<file path="config.mk">
export PLATFORM = sky130hd
export DESIGN_NAME = reset_sequencer
export DESIGN_NICKNAME = d
export VERILOG_FILES = /design/src/rtl/reset_sequencer.sv
export SDC_FILE = /design/constraint.sdc
export NUM_CORES = 1
export LEC_CHECK = 0
export ABC_AREA = 1
export BUFFER_PORTS_ARGS = -buffer_cell sky130_fd_sc_hd__buf_2
export CORE_MARGIN = 10
export CORE_UTILIZATION = 35
export DETAILED_ROUTE_END_ITERATION = 8
export PLACE_DENSITY_LB_ADDON = 0.15
export SLEW_MARGIN = 10
export SYNTH_ARGS = -nofsm -noshare
export SYNTH_HDL_FRONTEND = slang
export SYNTH_SLANG_ARGS = --single-unit
</file>
<file path="constraint.sdc">
create_clock -name clk -period 1.9 [get_ports clk]
set_clock_uncertainty 0.15 [all_clocks]
set_input_delay 0.19 -clock clk [delete_from_list [all_inputs] [get_ports clk]]
set_output_delay 0.19 -clock clk [all_outputs]
set_load 0.03 [all_outputs]
</file>
<file path="src/rtl/reset_sequencer.sv">
// ============================================================================
// Module   : reset_sequencer
// Brief    : PLL-lock gated, staggered multi-domain reset release with
//            full-system and per-domain re-reset.
// Revision : 1.0
// ============================================================================
`default_nettype none

module reset_sequencer #(
    parameter int CLK_FREQ    = 96_000_000,
    parameter int NUM_OUT     = 4,
    parameter int STAGE_DELAY = CLK_FREQ / 1000,
    parameter int LOCK_FILTER = 64,
    parameter int SYNC_STAGES = 2
) (
    input  logic               clk,
    input  logic               nreset_in,
    input  logic               pll_locked,
    input  logic               sw_reset_req,
    input  logic [NUM_OUT-1:0] domain_reset_req,
    output logic [NUM_OUT-1:0] reset_out,
    output logic               all_ready,
    output logic [1:0]         seq_state
);

    localparam int CW = $clog2(STAGE_DELAY + 1);
    localparam int LW = $clog2(LOCK_FILTER + 1);
    localparam int IW = $clog2(NUM_OUT + 1);

    localparam logic [CW-1:0] c_STAGE_RELOAD = CW'(STAGE_DELAY - 1);
    localparam logic [LW-1:0] c_LOCK_LAST    = LW'(LOCK_FILTER - 1);
    localparam logic [LW-1:0] c_LOCK_MAX     = LW'(LOCK_FILTER);
    localparam logic [IW-1:0] c_IDX_LAST     = IW'(NUM_OUT - 1);

    typedef enum logic [1:0] {
        S_HOLD      = 2'd0,
        S_WAIT_LOCK = 2'd1,
        S_RELEASE   = 2'd2,
        S_RUN       = 2'd3
    } state_t;

    state_t                      state_q, state_d;
    logic [NUM_OUT-1:0]          reset_out_q, reset_out_d;
    logic                        all_ready_q, all_ready_d;
    logic [LW-1:0]               lock_cnt_q, lock_cnt_d;
    logic [CW-1:0]               stage_cnt_q, stage_cnt_d;
    logic [IW-1:0]               idx_q, idx_d;
    logic [NUM_OUT-1:0][CW-1:0]  dcnt_q, dcnt_d;
    logic [SYNC_STAGES-1:0]      rst_sync_q;
    logic [SYNC_STAGES-1:0]      lock_sync_q;

    logic w_rst_done;
    logic w_locked;

    assign w_rst_done = rst_sync_q[SYNC_STAGES-1];
    assign w_locked   = lock_sync_q[SYNC_STAGES-1];

    always_comb begin
        state_d     = state_q;
        reset_out_d = reset_out_q;
        lock_cnt_d  = lock_cnt_q;
        stage_cnt_d = stage_cnt_q;
        idx_d       = idx_q;
        dcnt_d      = dcnt_q;

        // Lock loss outranks a software request; both drop any domain request.
        if ((state_q != S_HOLD) && (!w_locked || sw_reset_req)) begin
            state_d     = S_WAIT_LOCK;
            reset_out_d = '1;
            lock_cnt_d  = '0;
            stage_cnt_d = '0;
            idx_d       = '0;
            dcnt_d      = '0;
        end else begin
            case (state_q)
                S_HOLD: begin
                    if (w_rst_done) begin
                        state_d = S_WAIT_LOCK;
                    end
                end
                S_WAIT_LOCK: begin
                    if (lock_cnt_q == c_LOCK_LAST) begin
                        state_d     = S_RELEASE;
                        idx_d       = '0;
                        stage_cnt_d = c_STAGE_RELOAD;
                    end else if (lock_cnt_q != c_LOCK_MAX) begin
                        lock_cnt_d = lock_cnt_q + 1'b1;
                    end
                end
                S_RELEASE: begin
                    if (stage_cnt_q == '0) begin
                        for (int i = 0; i < NUM_OUT; i++) begin
                            if (IW'(i) == idx_q) begin
                                reset_out_d[i] = 1'b0;
                            end
                        end
                        idx_d       = idx_q + 1'b1;
                        stage_cnt_d = c_STAGE_RELOAD;
                        if (idx_q == c_IDX_LAST) begin
                            state_d = S_RUN;
                        end
                    end else begin
                        stage_cnt_d = stage_cnt_q - 1'b1;
                    end
                end
                S_RUN: begin
                    // A request while a pulse is pending reloads its counter.
                    for (int i = 0; i < NUM_OUT; i++) begin
                        if (domain_reset_req[i]) begin
                            reset_out_d[i] = 1'b1;
                            dcnt_d[i]      = c_STAGE_RELOAD;
                        end else if (reset_out_q[i]) begin
                            if (dcnt_q[i] == '0) begin
                                reset_out_d[i] = 1'b0;
                            end else begin
                                dcnt_d[i] = dcnt_q[i] - 1'b1;
                            end
                        end
                    end
                end
                default: begin
                    state_d = S_HOLD;
                end
            endcase
        end

        // Falls with any asserting reset, rises one cycle after all are clear.
        all_ready_d = (state_q == S_RUN) && (state_d == S_RUN) &&
                      (reset_out_q == '0) && (reset_out_d == '0);
    end

    always_ff @(posedge clk or negedge nreset_in) begin
        if (!nreset_in) begin
            state_q     <= S_HOLD;
            reset_out_q <= '1;
            all_ready_q <= 1'b0;
            lock_cnt_q  <= '0;
            stage_cnt_q <= '0;
            idx_q       <= '0;
            dcnt_q      <= '0;
            rst_sync_q  <= '0;
            lock_sync_q <= '0;
        end else begin
            rst_sync_q  <= {rst_sync_q[SYNC_STAGES-2:0], 1'b1};
            lock_sync_q <= {lock_sync_q[SYNC_STAGES-2:0], pll_locked};
            state_q     <= state_d;
            reset_out_q <= reset_out_d;
            all_ready_q <= all_ready_d;
            lock_cnt_q  <= lock_cnt_d;
            stage_cnt_q <= stage_cnt_d;
            idx_q       <= idx_d;
            dcnt_q      <= dcnt_d;
        end
    end

    assign reset_out = reset_out_q;
    assign all_ready = all_ready_q;
    assign seq_state = state_q;

endmodule

`default_nettype wire

</file>
# After elaboration in Yosys (flattened, before gate mapping)
# Cells that the tools add are included.
# totals
mem_count	0
reg_bits	106
romBits	0
wordCells	118
ram_bits	0
input_bits	8
latchBits	0
# op_classes
n_bitwise	0
add_sub_neg	7
eq_ne	17
n_lt_le_gt_ge	0
shift	0
mul	0
reduce_logical	31
n_div	0
n_mux	51
# op_table
op	count
17-bit 2-to-1 mux	15
68-bit 2-to-1 mux	2
17-bit logical NOT	5
17-bit by 1-bit subtractor with 17-bit output, second input constant	5
17-bit case mux with 2 select lines	1
7-bit 2-to-1 mux	4
3-bit != test, second input constant	6
3-bit AND reduction	6
1-bit 2-to-1 mux	16
3-bit nonzero test	5
2-bit 2-to-1 mux	5
3-bit 2-to-1 mux	3
4-bit logical NOT	2
4-bit 2-to-1 mux	2
4-bit case mux with 2 select lines	1
2-bit nonzero test	4
7-bit by 1-bit adder with 7-bit output, second input constant	1
7-bit by 6-bit equality test with 1-bit output, second input constant	1
7-bit != test, second input constant	1
2-bit equality test, second input constant	3
2-bit by 3-bit equality test with 1-bit output, first input constant	2
2-bit case mux with 3 select lines	1
3-bit case mux with 2 select lines	1
1-bit logical AND	4
10 further kinds	10

# Logic depth before layout (Yosys ltp)
# logic_depth
ltp_word	9
mapped_depth	13

# Worst setup path after synthesis
# OpenSTA, ideal clock, no wires.
# synth_timing
path_type	reg-to-reg
from	register state_q[1] (netlist: seq_state[1])
to	register dcnt_q[10] (netlist bit)
required_time_ns	1.621
path_buffers	1
t_arrival_ns	1.566
path_stages_with_launch	10
path_slack_ns	0.056
setup_time_ns	0.129
path_cell_list	dfrtp_1 nor2_4 inv_4 nand2_2 o21ai_1 a21oi_4 nor2_4 buf_4 o21ai_0 o21ai_0
# synth_via
elab_chain_len	4
elab_cells_between_ends	8
# synth_lines
element	line_no	text
from (decl)	42	state_t state_q, state_d;
from (signal assigned)	146	state_q <= state_d;
2-bit nonzero test	67	if ((state_q != S_HOLD) && (!w_locked || sw_reset_req)) begin
1-bit logical AND	67	
3-bit != test (no source line), or another cell as far along	-	
3-bit AND reduction (no source line)	-	
to (signal assigned)	152	dcnt_q <= dcnt_d;
to (decl)	48	logic [NUM_OUT-1:0][CW-1:0] dcnt_q, dcnt_d;
# Several ways; a longest one is shown, not always the timed one.
# A chain may end at the register's enable or synchronous reset.

# Worst setup path after layout
# layout_timing
from	register stage_cnt_q[1]
to	register all_ready_q (netlist: all_ready)
# layout_via
elab_chain_len	8
elab_cells_between_ends	12
# layout_lines
element	line_no	text
from (decl)	46	logic [CW-1:0] stage_cnt_q, stage_cnt_d;
from (signal assigned)	150	stage_cnt_q <= stage_cnt_d;
17-bit logical NOT *	91	if (stage_cnt_q == '0) begin
2-bit 2-to-1 mux	91	
2-bit case mux with 3 select lines	75	case (state_q)
2-bit 2-to-1 mux	67	
2-bit equality test	128	all_ready_d = (state_q == S_RUN) && (state_d == S_RUN) &&
1-bit logical AND (2 in a row)	128	
1-bit logical AND *	129	(reset_out_q == '0) && (reset_out_d == '0);
via all_ready_d	44	logic all_ready_q, all_ready_d;
to (signal assigned)	148	all_ready_q <= all_ready_d;
to (decl)	44	
# Mark *: on every way through the listed nets, which the timed path passes. The rest lies on a longest branch.

==> run_results.csv <==
group,metric,value,unit
yosys,syn_inst,916,
placed_design,place.gp.congestion,0.8295,
yosys,syn-mean-instance-area,7.097,µm²
layout,stdcell_area,7878,µm²
global_routing,grt_start_max_net_pins,41,
min_path,hold_path_class,"in2reg",
yosys,synthTopCellsByArea,"dfrtp_1 (39%), nand2_1 (13%), nor2_1 (8.5%)",
min_path,holdPathEnd,"dcnt_q[6]",
layout,syn_to_final_growth,21.17,%
timing,maxSlewHeadroom,64.53,%
layout,insertedDiodeCount,0,
clock_network,cts_sinks,106,
yosys,ys_seq_elements,106,
worst_setup_path,path_delay_family,"simple AND/OR/NAND/NOR gates",
global_routing,use_met3,2.769,%
worst_setup_path,crit_fanout,3,
route,postRouteAntennaNets,0,
worst_setup_path,startpoint_type,"register",
yosys,yosys-top-cells-count,"nand2_1 (221), nor2_1 (147), inv_1 (107), o21ai_0 (107), dfrtp_1 (102)",
yosys,yosys.cell_count.top_type,"nand2_1",
worst_setup_path,reg2reg_to,"all_ready",
route,routed_wirelength,16.25,mm
yosys,synth_cell_types,36,
global_routing,grt_first_pass_wirelength,27.74,mm
route,first_pass_iters,5,
worst_setup_path,crit_slowest_cell,"dfrtp_1",
clock_network,htree_levels,3,
power_and_ir_drop,combPwrFrac,21.4,%
global_routing,antenna_found_initial,0,
clock_network,cts_buffer_depth,2,
power_and_ir_drop,pwr-share-seq,44.3,%
global_routing,overflow,0,
worst_setup_path,rrSetupSlack,80,ps
worst_setup_path,end_kind,"register",
layout,layout.nets,1028,
worst_setup_path,r2r_cells,12,
timing,period_share,95.68,%
floorplan,start_util,35.82,%
worst_setup_path,cp.required,2030,ps
floorplan,fp.coreArea,18150,µm²
power_and_ir_drop,powerDensity,711.8,nW/µm²
route,wl_per_cell,13.14,µm
timing,layout_min_cycle_time,1818,ps
power_and_ir_drop,finalPower,5.607,mW
power_and_ir_drop,vdd_drop_max,0.4176,mV
yosys,yosysSeqAreaShare,40.88,%
floorplan,dieWidth,156.3,µm
yosys,synth_ff_type,"dfrtp_1",
worst_setup_path,critPathKind,"reg2reg",
yosys,yosys_warnings,0,
worst_setup_path,crit_buf_inv,2,
min_path,hold_depth,3,
worst_setup_path,cp.arrival,1950,ps
clock_network,clock_latency,360,ps
timing,slew_viol_final,0,
route,drt_iter0_markers,322,
yosys,synth_top_cell_area_share,39.26,%
layout,fill_cells,1883,
placed_design,io_buffers,14,
worst_setup_path,cp_common_cell,"nand2_2",
floorplan,num_rows,49,
yosys,postSynthNetCount,941,
placed_design,hpwlAfterDp,11.91,mm
global_routing,first_global_vias,5759,
timing,setup_tns,0,ps
global_routing,grtUsageMet2,22.64,%
yosys,ys_async_sr_fraction,100.0,%
timing,hold_violations,0,
layout,drive_above_1_share,18.75,%
min_path,min_from,"domain_reset_req[0]",
job,drv_cap,0,
timing,worst_hold_slack,53.76,ps
route,vias_per_cell,4.840,
floorplan,die_area,24430,µm²
clock_network,cts_buffers,9,
timing,fmax,550.1,MHz
power_and_ir_drop,p_clk_share,34.3,%
power_and_ir_drop,p_int,3.852,mW
clock_network,cts_tree,"built",
worst_setup_path,path_cells,"inv_2 > ha_4 > inv_2 > nor2_4 > nand2_2 > nor2_4 > nand2_1 > nand2_2 > nand2_2 > a21oi_2 > nand3_1 > nor2_1",
global_routing,grt_use_met1,17.76,%
timing,setup_viol,0,
power_and_ir_drop,cellLeakagePower,3.896,nW
yosys,synth_edf_count,0,
yosys,syn_area,6501,µm²
clock_network,clkTransAtPathRegs,80,ps
worst_setup_path,r2r-start,"stage_cnt_q[1]",
floorplan,io_pins,15,
power_and_ir_drop,switching_share,31.30,%
global_routing,grt_util_all_layers,13.65,%
worst_setup_path,max_stage_delay,400,ps
clock_network,root_buffer,"clkbuf_16",
placed_design,place_area,7261,µm²
power_and_ir_drop,switchingPower,1.755,mW
route,dr_total_vias,5987,
global_routing,busiest_layer,"met2",
status,status,"finished, final reports clean",
route,drcViolationCount,0,
floorplan,die_h,156.3,µm
timing,rsz0062_at_grt,"yes",
timing,worst_slew_pin_slew,532.0,ps
yosys,yosysTopAreaCell,"dfrtp_1",
worst max path at each step:
stage,depth (start not counted),startpoint,endpoint
2_1_floorplan,9,seq_state[1],dcnt_q[10]
3_3_place_gp,9,lock_cnt_q[0],stage_cnt_q[0]
3_5_place_dp,9,seq_state[1],all_ready
4_1_cts,12,stage_cnt_q[1],all_ready
5_1_grt,12,stage_cnt_q[1],stage_cnt_q[2]
6_report,12,stage_cnt_q[1],all_ready
power by group through the flow:
stage,logic (mW),registers [mW],clock network [mW]
6_report,1.20,2.48,1.92
3_5_place_dp,1.17,2.52,0
4_1_cts,1.17,2.48,2.00
2_1_floorplan,0.802,2.50,0
3_3_place_gp,1.17,2.52,0
5_1_grt,1.40,2.50,2.08
area by class of cell:
class	instances	area [µm²]	area share (%)
repair buffers	91	713.2	9.053
well taps	229	286.5	3.637
clock buffers	10	229.0	2.907
multi-input cells	682	3490	44.30
inverters	113	434.2	5.511
clock inverters	6	65.06	0.8259
flip-flops and latches	106	2660	33.77
layer usage:
layer,vias to the layer above,wire (µm)
met5,-,0
met4,0,171
met3,12,520
met2,70,7580
met1,2781,7981
li1,3124,-
cells by family after synthesis:
family,synth area share (%)
flip-flops,40.88
buffers and inverters,8.449
adder cells (fa/ha/maj),3.272
AND/OR/NAND/NOR,30.93
XOR/XNOR,2.425
AO/OA/AOI/OAI,13.99
other,0.05768
worst register-to-register path, stage by stage, from the launching register on:
cell     delay (ps)
dfrtp_1         400
inv_2            80
ha_4            130
inv_2            40
nor2_4          100
nand2_2          70
nor2_4          150
nand2_1          80
nand2_2         100
nand2_2          80
a21oi_2         160
nand3_1          80
nor2_1          130
registers in the layout, summed over array words and instances, names as in the netlist:
name and cells:
lock_sync_q 2, seq_state 2, lock_cnt_q 7, all_ready 1, idx_q 3, reset_out 4, rst_sync_q 2, dcnt_q 68
stage_cnt_q 17
timing repair:
action                     4_1_cts  5_1_grt
setup endpoints to repair        1       64
hold buffers                     2        0
pin swaps                        0       18
cloned                           0        1
setup buffers                    0       11
gates resized for setup          1       87
hold endpoints to repair        32        0
cell usage in the layout (no fill, tap or decap), types with 3 or more instances in the layout:
cell,n
nand4_1,10
inv_1,97
nor2_1,130
xor2_1,17
o211ai_1,3
nand2_2,10
clkbuf_16,9
o21ai_2,4
nand3_1,60
nand2_1,213
buf_4,70
nand3_2,3
nor2_2,15
o21ai_0,85
dfstp_2,4
ha_2,3
nor3_1,13
o21ai_1,32
buf_2,13
buf_12,4
o22ai_1,8
inv_2,13
nand2_4,9
ha_1,13
nor2_4,10
a21oi_1,27
dfrtp_1,100
metrics by stage:
step	util [%]	cells	setup slack, ps
2_1_floorplan	-	916	55.53
3_5_place_dp	40.01	1207	10.86
4_1_cts	41.77	1225	15.63
6_report	43.41	1237	82.05
3_3_place_gp	40.01	1207	55.96
5_1_grt	43.41	1237	-21.73
Note: power is estimated with default switching activity, not from simulation.
